`src/rtl/pico_pkg.sv`:
```
// Shared widths, instruction field positions and enumerations for the picoMIPS sequencer.
// Every other sequencer file imports this package.
package pico_pkg;

    localparam int DATA_BUS_SIZE  = 8;
    localparam int REGISTERS_SIZE = 3;
    localparam int INSTR_SIZE     = 3 + 2 * REGISTERS_SIZE + DATA_BUS_SIZE;

    localparam int OPC_MSB = 16;
    localparam int OPC_LSB = 14;
    localparam int RD_MSB  = 13;
    localparam int RD_LSB  = 11;
    localparam int RS_MSB  = 10;
    localparam int RS_LSB  = 8;
    localparam int IMM_MSB = 7;
    localparam int IMM_LSB = 0;

    // Register that holds the inport value; WAITIN reads it through the ALU pass path.
    localparam logic [REGISTERS_SIZE-1:0] INPORT_REG = 3'b001;

    typedef enum logic [2:0] {
        OP_NOP    = 3'b000,
        OP_ADD    = 3'b001,
        OP_ADDI   = 3'b010,
        OP_MULI   = 3'b011,
        OP_BEQ    = 3'b100,
        OP_JMP    = 3'b101,
        OP_WAITIN = 3'b110,
        OP_HALT   = 3'b111
    } opcode_t;

    typedef enum logic [2:0] {
        ST_FETCH,
        ST_DECODE,
        ST_EXEC,
        ST_WB,
        ST_WAIT_PRESS,
        ST_WAIT_RELEASE,
        ST_HALT
    } state_t;

    typedef enum logic [1:0] {
        ALU_PASS = 2'b00,
        ALU_ADD  = 2'b01,
        ALU_SUB  = 2'b10,
        ALU_MULH = 2'b11
    } alu_op_t;

    // Registers 0 and 1 are read-only; writes to them are silently dropped.
    function automatic logic rd_writable(input logic [REGISTERS_SIZE-1:0] rd);
        return rd[REGISTERS_SIZE-1:1] != '0;
    endfunction

endpackage

```
`src/rtl/pico_sequencer_if.sv`:
```
// Control bundle between the sequencer and the PC / register file / ALU datapath.
// master = sequencer side, slave = datapath side.
interface pico_sequencer_if;
    import pico_pkg::*;

    logic [INSTR_SIZE-1:0]     instr;
    logic                      alu_zero;
    logic                      in_valid;
    logic                      pc_inc;
    logic                      pc_load;
    logic                      reg_w;
    logic [REGISTERS_SIZE-1:0] r_dest;
    logic [REGISTERS_SIZE-1:0] r_source;
    logic [DATA_BUS_SIZE-1:0]  imm;
    alu_op_t                   alu_op;
    logic                      alu_imm_sel;
    logic                      in_ack;
    logic                      halted;

    modport master (
        input  instr, alu_zero, in_valid,
        output pc_inc, pc_load, reg_w, r_dest, r_source, imm,
               alu_op, alu_imm_sel, in_ack, halted
    );

    modport slave (
        output instr, alu_zero, in_valid,
        input  pc_inc, pc_load, reg_w, r_dest, r_source, imm,
               alu_op, alu_imm_sel, in_ack, halted
    );
endinterface

```
`src/rtl/pico_decode.sv`:
```
// Purely combinational instruction decode: IR opcode to ALU controls and
// instruction-class flags consumed by the sequencer FSM.
module pico_decode
    import pico_pkg::*;
(
    input  logic [INSTR_SIZE-1:0] ir,
    output alu_op_t               alu_op,
    output logic                  alu_imm_sel,
    output logic                  writes_rd,
    output logic                  is_branch,
    output logic                  is_jump,
    output logic                  is_wait,
    output logic                  is_halt
);

    opcode_t opcode;
    assign opcode = opcode_t'(ir[OPC_MSB:OPC_LSB]);

    always_comb begin
        alu_op      = ALU_PASS;
        alu_imm_sel = 1'b0;
        writes_rd   = 1'b0;
        is_branch   = 1'b0;
        is_jump     = 1'b0;
        is_wait     = 1'b0;
        is_halt     = 1'b0;
        case (opcode)
            OP_ADD: begin
                alu_op    = ALU_ADD;
                writes_rd = 1'b1;
            end
            OP_ADDI: begin
                alu_op      = ALU_ADD;
                alu_imm_sel = 1'b1;
                writes_rd   = 1'b1;
            end
            OP_MULI: begin
                alu_op      = ALU_MULH;
                alu_imm_sel = 1'b1;
                writes_rd   = 1'b1;
            end
            // Equality test is a subtraction of rs from rd; the ALU zero flag decides.
            OP_BEQ: begin
                alu_op    = ALU_SUB;
                is_branch = 1'b1;
            end
            OP_JMP:    is_jump = 1'b1;
            OP_WAITIN: begin
                writes_rd = 1'b1;
                is_wait   = 1'b1;
            end
            OP_HALT:   is_halt = 1'b1;
            default:   ;
        endcase
    end

endmodule

```
`src/rtl/pico_sequencer.sv`:
```
// Multicycle picoMIPS control FSM: FETCH/DECODE/EXEC/WB plus an inport
// press/release handshake and an absorbing HALT state.
module pico_sequencer
    import pico_pkg::*;
(
    input  logic             clk,
    input  logic             reset,
    pico_sequencer_if.master bus
);

    logic [INSTR_SIZE-1:0] ir_reg;
    state_t                state_reg, state_next;
    logic                  taken_reg, taken_next;

    alu_op_t dec_alu_op;
    logic    dec_imm_sel;
    logic    dec_writes_rd;
    logic    dec_is_branch;
    logic    dec_is_jump;
    logic    dec_is_wait;
    logic    dec_is_halt;

    logic pc_inc_next;
    logic pc_load_next;
    logic reg_w_next;
    logic in_ack_next;

    pico_decode u_decode (
        .ir          (ir_reg),
        .alu_op      (dec_alu_op),
        .alu_imm_sel (dec_imm_sel),
        .writes_rd   (dec_writes_rd),
        .is_branch   (dec_is_branch),
        .is_jump     (dec_is_jump),
        .is_wait     (dec_is_wait),
        .is_halt     (dec_is_halt)
    );

    always_ff @(posedge clk) begin
        if (reset) begin
            state_reg <= ST_FETCH;
            ir_reg    <= '0;
            taken_reg <= 1'b0;
        end else begin
            state_reg <= state_next;
            taken_reg <= taken_next;
            if (state_reg == ST_FETCH) begin
                ir_reg <= bus.instr;
            end
        end
    end

    always_comb begin
        state_next   = state_reg;
        taken_next   = taken_reg;
        pc_inc_next  = 1'b0;
        pc_load_next = 1'b0;
        reg_w_next   = 1'b0;
        in_ack_next  = 1'b0;
        case (state_reg)
            ST_FETCH:  state_next = ST_DECODE;
            ST_DECODE: begin
                taken_next = 1'b0;
                if (dec_is_halt) begin
                    state_next = ST_HALT;
                end else if (dec_is_wait) begin
                    state_next = ST_WAIT_PRESS;
                end else begin
                    state_next = ST_EXEC;
                end
            end
            // alu_zero is only meaningful here, so the branch decision is captured for WB.
            ST_EXEC: begin
                taken_next = dec_is_branch & bus.alu_zero;
                state_next = ST_WB;
            end
            ST_WB: begin
                reg_w_next = dec_writes_rd & rd_writable(ir_reg[RD_MSB:RD_LSB]);
                if (dec_is_jump || taken_reg) begin
                    pc_load_next = 1'b1;
                end else begin
                    pc_inc_next = 1'b1;
                end
                state_next = ST_FETCH;
            end
            ST_WAIT_PRESS: begin
                if (bus.in_valid) begin
                    in_ack_next = 1'b1;
                    state_next  = ST_WAIT_RELEASE;
                end
            end
            ST_WAIT_RELEASE: begin
                if (!bus.in_valid) begin
                    state_next = ST_WB;
                end
            end
            ST_HALT:  state_next = ST_HALT;
            default:  state_next = ST_FETCH;
        endcase
    end

    // A reset in the same cycle cancels any write, PC update or acknowledge.
    assign bus.pc_inc      = pc_inc_next & ~reset;
    assign bus.pc_load     = pc_load_next & ~reset;
    assign bus.reg_w       = reg_w_next & ~reset;
    assign bus.in_ack      = in_ack_next & ~reset;
    assign bus.halted      = (state_reg == ST_HALT) & ~reset;

    assign bus.r_dest      = ir_reg[RD_MSB:RD_LSB];
    assign bus.r_source    = dec_is_wait ? INPORT_REG : ir_reg[RS_MSB:RS_LSB];
    assign bus.imm         = ir_reg[IMM_MSB:IMM_LSB];
    assign bus.alu_op      = dec_alu_op;
    assign bus.alu_imm_sel = dec_imm_sel;

endmodule

```
`src/flat_wrapper.sv`:
```
// flat-port wrapper written by rule: the top's interface ports become plain ports
module pico_sequencer_flat import pico_pkg::*;
  (clk, reset, bus_instr, bus_alu_zero, bus_in_valid, bus_pc_inc, bus_pc_load, bus_reg_w, bus_r_dest, bus_r_source, bus_imm, bus_alu_op, bus_alu_imm_sel, bus_in_ack, bus_halted);
  pico_sequencer_if bus_i ();
  input  logic clk;
  input  logic reset;
  input wire logic [$bits(bus_i.instr)-1:0] bus_instr;
  input wire logic [$bits(bus_i.alu_zero)-1:0] bus_alu_zero;
  input wire logic [$bits(bus_i.in_valid)-1:0] bus_in_valid;
  output wire logic [$bits(bus_i.pc_inc)-1:0] bus_pc_inc;
  output wire logic [$bits(bus_i.pc_load)-1:0] bus_pc_load;
  output wire logic [$bits(bus_i.reg_w)-1:0] bus_reg_w;
  output wire logic [$bits(bus_i.r_dest)-1:0] bus_r_dest;
  output wire logic [$bits(bus_i.r_source)-1:0] bus_r_source;
  output wire logic [$bits(bus_i.imm)-1:0] bus_imm;
  output wire logic [$bits(bus_i.alu_op)-1:0] bus_alu_op;
  output wire logic [$bits(bus_i.alu_imm_sel)-1:0] bus_alu_imm_sel;
  output wire logic [$bits(bus_i.in_ack)-1:0] bus_in_ack;
  output wire logic [$bits(bus_i.halted)-1:0] bus_halted;
  assign bus_i.instr = bus_instr;
  assign bus_i.alu_zero = bus_alu_zero;
  assign bus_i.in_valid = bus_in_valid;
  assign bus_pc_inc = bus_i.pc_inc;
  assign bus_pc_load = bus_i.pc_load;
  assign bus_reg_w = bus_i.reg_w;
  assign bus_r_dest = bus_i.r_dest;
  assign bus_r_source = bus_i.r_source;
  assign bus_imm = bus_i.imm;
  assign bus_alu_op = bus_i.alu_op;
  assign bus_alu_imm_sel = bus_i.alu_imm_sel;
  assign bus_in_ack = bus_i.in_ack;
  assign bus_halted = bus_i.halted;
  pico_sequencer u_core (.clk(clk), .reset(reset), .bus(bus_i));
endmodule
```
`config.mk`:
```
export PLATFORM = sky130hd
export DESIGN_NAME = pico_sequencer_flat
export DESIGN_NICKNAME = d
export VERILOG_FILES = /design/src/rtl/pico_pkg.sv /design/src/rtl/pico_sequencer_if.sv /design/src/rtl/pico_decode.sv /design/src/rtl/pico_sequencer.sv /design/src/flat_wrapper.sv
export SDC_FILE = /design/constraint.sdc
export NUM_CORES = 1
export LEC_CHECK = 0
export CORE_MARGIN = 2
export CORE_UTILIZATION = 24
export DETAILED_ROUTE_END_ITERATION = 16
export HOLD_SLACK_MARGIN = 0.02
export MAX_ROUTING_LAYER = met4
export PLACE_DENSITY = 0.56
export SLEW_MARGIN = 20
export SYNTH_ARGS = -nofsm -noshare
export SYNTH_HDL_FRONTEND = slang
export SYNTH_SLANG_ARGS = --single-unit
```
`constraint.sdc`:
```
create_clock -name clk -period 3.5 [get_ports clk]
set_clock_uncertainty 0.1 [all_clocks]
set_input_delay 0.525 -clock clk [delete_from_list [all_inputs] [get_ports clk]]
set_output_delay 0.525 -clock clk [all_outputs]
set_load 0.01 [all_outputs]
```
### Word level (Yosys, flattened, before mapping)

Cells that the tools add are included.

* register bits after elaboration: 21
* logic and storage cells: 55

* equality and inequality tests: 15
* muxes and demuxes: 21
* bitwise logic cells: 8
* reductions and logical operators: 8

Operators with widths (count)
* 3-bit equality test (second input constant): 7
* 3-bit case mux with 6 select lines: 1
* 3-bit two-way mux: 5
* 1-bit two-way mux: 13
* 3-bit by 2-bit equality test with 1-bit output (second input constant): 4
* 1-bit AND: 7
* 3-bit by 1-bit equality test with 1-bit output (second input constant): 2
* 2-bit case mux with 3 select lines: 1
* 2-bit != test (second input constant): 2
* 2-bit nonzero test: 2
* 2-bit OR reduction: 2
* 4-bit OR reduction: 1
* 3-bit zero test: 1
* 1-bit case mux with 2 select lines: 1
* 2-bit AND reduction: 1
* 1-bit logical OR: 1
* 1-bit inverter: 1

### Longest topological paths before layout

* depth in word-level cells: 6
* mapped depth: 6
* gate-level depth less buffers: 3

### Modules after synthesis

A second synthesis with hierarchy kept.

* cell total of the unflattened synthesis: 137
* area, all modules: 1043.5 sq um

Modules (own cells, without submodules)
* pico_sequencer: instances 1, cells each 124, area each 979.7 sq um, sequential area each 420.4 sq um
* pico_decode: instances 1, cells each 13, area each 63.8 sq um, sequential area each 0.0 sq um

### Worst setup path after synthesis

No wires, ideal clock.

* path kind: input port to output port
* from: input port reset
* to: output port bus_reg_w
* data arrival time: 1.365 ns
* required time: 2.875 ns
* path slack: 1.510 ns
* stages: 3
* path buffers: 0
* cell sequence: nand2b_4 or3b_4 a2111oi_4

* word-level cells in the longest chain between the ends: 2

Ends and longest elaborated chain
* from (decl): line flat_wrapper.sv:6 `input logic reset;`
* 1-bit inverter: line pico_sequencer.sv:105 `assign bus.reg_w = reg_w_next & ~reset;`
* 1-bit AND: line pico_sequencer.sv:105
* to (decl): line flat_wrapper.sv:12 `output wire logic [$bits(bus_i.reg_w)-1:0] bus_reg_w;`

No other way between the ends.

### Worst setup path in the final report

Ends and elaborated chain as after synthesis.

==> key figures <==
Placement
  – Global placement routability congestion: 0.8143
  – Final HPWL DP: 1727 um
  – Port Buffers: 42

Die
  – Io pins: 43
  – Starting Density: 24.65%
  – Die W: between 70 and 80 um
  – Core Region: 4324 sq um
  – Die area: 4991 sq um
  – Die Y: 70.65 um
  – Std cell rows: 24

Clock tree
  – Hold_buf cts: 0
  – H-tree levels: 1
  – CTS tree: yes
  – Post_cts resized: 0
  – Num Clock Sinks: 21
  – Clock Tree Buf Depth: 2
  – CTS Buf Count: 3
  – Worst skew pair latency: 0.25 ns
  – Postcts setup bufs: 0
  – Root Driver: clkbuf_8
  – Clock-pin slew on the worst setup and hold paths: 0.08 ns

Synthesis
  – Gate Count Post-Synth: 128
  – Register area share after synthesis: 39.44%
  – Ys Warns: 0
  – Post-Syn Area: between 1000 and 1500 sq um
  – Register bit total from synthesis: 21
  – Yosys cell types: 32
  – Syn_nets: approximately 150
  – Syn avg cell area: 8.328 sq um

Run
  – Maxcap violations: 0

STA
  – Slew Limit Fails: 0
  – Setup TNS: 0 ns
  – Final Critical Period: 3.017 ns
  – Worst-Margin Slew: 0.6927 ns
  – Fmax: 0.3314 GHz
  – Post-route clock period utilization: 86.21%
  – Final hold violations: 0
  – Unrepaired setup endpoints after global routing: false
  – Finish-stage setup viols: 0
  – Slew HR: 53.67%

Finish
  – Antenna Cells: 0
  – Fillers: 466
  – Most frequent cells in the layout: 42 x clkdlybuf4s50_1, 33 x nand2_1, 21 x dfxtp_1, 20 x a21oi_1, 5 x nor2_1
  – Commonest non-fill, non-tap cell in the layout: clkdlybuf4s50_1
  – Area delta synth->final: 36.62%
  – Nets: 178
  – Area occupied by multi-input gates: 493.0 sq um
  – Max reg flops: 17
  – Sequential cell area: 420.4 sq um
  – Layout cells sized above 1: 9.615%

Global route
  – Largest net degree at the start of global routing: 23
  – Initial antenna violation count: 0
  – Number of global-route vias before repair: 938
  – Overflow after GRT: 0
  – First-pass GRT wire length: 3960 um
  – GRT Overall Usage: 9.881%

Critical path
  – WP data arrival: 2.39 ns
  – R2R Setup Slk: 1.99 ns
  – Critical path, cell by cell: clkdlybuf4s50_1 -> nand2b_4 -> or3b_4 -> a2111oi_4 -> clkdlybuf4s50_1
  – Cell family contributing the most delay on the critical path: buffers and inverters
  – Reg-to-Reg End: u_core.ir_reg[1]
  – Critical path peak fanout: 3
  – CP required: 2.87 ns
  – Origin of the critical flop-to-flop path: u_core.state_reg[1]
  – Worst path max stage delay: 0.59 ns
  – Crit path capture type: primary output
  – FF-to-FF path depth: 3
  – Buffers & Inverters on Critical Path: 2
  – Kind of critical path: primary input to primary output
  – CP max-delay cell: clkdlybuf4s50_1
  – Critical Path Stages: 5
  – CP Launch Type: primary input
  – Crit-path most repeated cell: clkdlybuf4s50_1

Power and ir drop
  – VDD IR max: 0.1550 mV
  – Pwr Total: roughly 570 uW
  – Leakage power: 0.0005161 uW
  – Power Density: 394.0 nW/um^2

Min path
  – Hold Path Depth: 2
  – Hold Crit Class: register to register
  – Hold EP: u_core.ir_reg[10]
  – Hold Path Origin: u_core.ir_reg[10]

Routing
  – Drt via density: 4.409
  – First drt pass iteration count: 2
  – Via Count: 917
  – Post-route antenna net violation count: 0
  – WL final: 2355 um
  – DRT iter0 DRCs: 33
  – Remaining DRCs: 0
  – Drt wl/cell: 11.32 um

Run status
  – Outcome: complete, no violations
synthesized netlist by cell type (all sizes together):
library cell	n	share of area (%)
a2111oi	1	2.6
a21o	1	0.70
a21oi	21	10
and2	2	1.2
buf	17	13
clkbuf	2	0.70
dfxtp	21	39
inv	1	0.35
mux2	1	1.1
nand2	35	13
nand2b	4	3.1
nand3	1	0.47
nand3b	1	0.70
nand4b	1	0.82
nor2	5	1.8
nor2b	4	2.3
nor3	1	1.5
nor4b	1	0.82
o2111ai	1	0.82
o211ai	1	0.70
o21ai	1	0.47
o31ai	1	0.70
or2	1	0.59
or3	1	1.1
or3b	1	1.1
xnor2	1	0.82
through the flow:
stage               setup WS [ns]  hold WS (ns)  cell area, sq um  util [%]  std cells
detailed placement         0.4816        0.3416              1410     32.61        204
CTS                        0.4715        0.3532              1456     33.68        208
global route               0.4188        0.3765              1456     33.68        208
global placement           0.5275        0.3381              1410     32.61        204
finish                     0.4825        0.3512              1456     33.68        208
floorplan                   1.510        0.3312              1066         -        128
cell type report:
class,count,area share (%)
clock inverter,1,0.3436
timing repair buffer,43,29.38
sequential,21,28.87
tap,52,4.467
multi-input combinational,87,33.85
inverter,1,0.2577
clock buffer,3,2.835
where the power goes:
part / switching, uW / internal [uW]
Clock: 76.4 / 79.1
Sequential: 20.6 / 259
Combinational: 61.4 / 77.7
Total: 158 / 415
metal layers:
layer / GRT usage, % / share of wire (%) / vias up
met1: 11.08 / 43 / 430
met3: 2.279 / 3.5 / 4
met4: 3.774 / 1.5 / 0
met5: - / 0 / -
li1: - / - / 466
met2: 17.09 / 52 / 17
logic make-up after synthesis:
logic type	count (synthesis)	synth area share, %
AO/OA/AOI/OAI	27	16.20
AND/OR/NAND/NOR	58	28.17
buffers and inverters	20	14.32
multiplexers	1	1.056
flip-flops	21	39.44
XOR/XNOR	1	0.8217
worst register-to-register path, cell delays in order (launching register included):
cell,delay [ns]
dfxtp_1,0.44
nor3_4,0.64
nand2_1,0.12
a21oi_1,0.15
worst max-delay path by stage:
stage / slack (ns) / from / to
5_1_grt: 0.42 / reset / bus_reg_w
2_1_floorplan: 1.51 / reset / bus_reg_w
4_1_cts: 0.47 / reset / bus_reg_w
3_5_place_dp: 0.48 / reset / bus_reg_w
6_report: 0.48 / reset / bus_reg_w
3_3_place_gp: 0.53 / reset / bus_reg_w
Note: power is estimated with default switching activity, not from simulation.
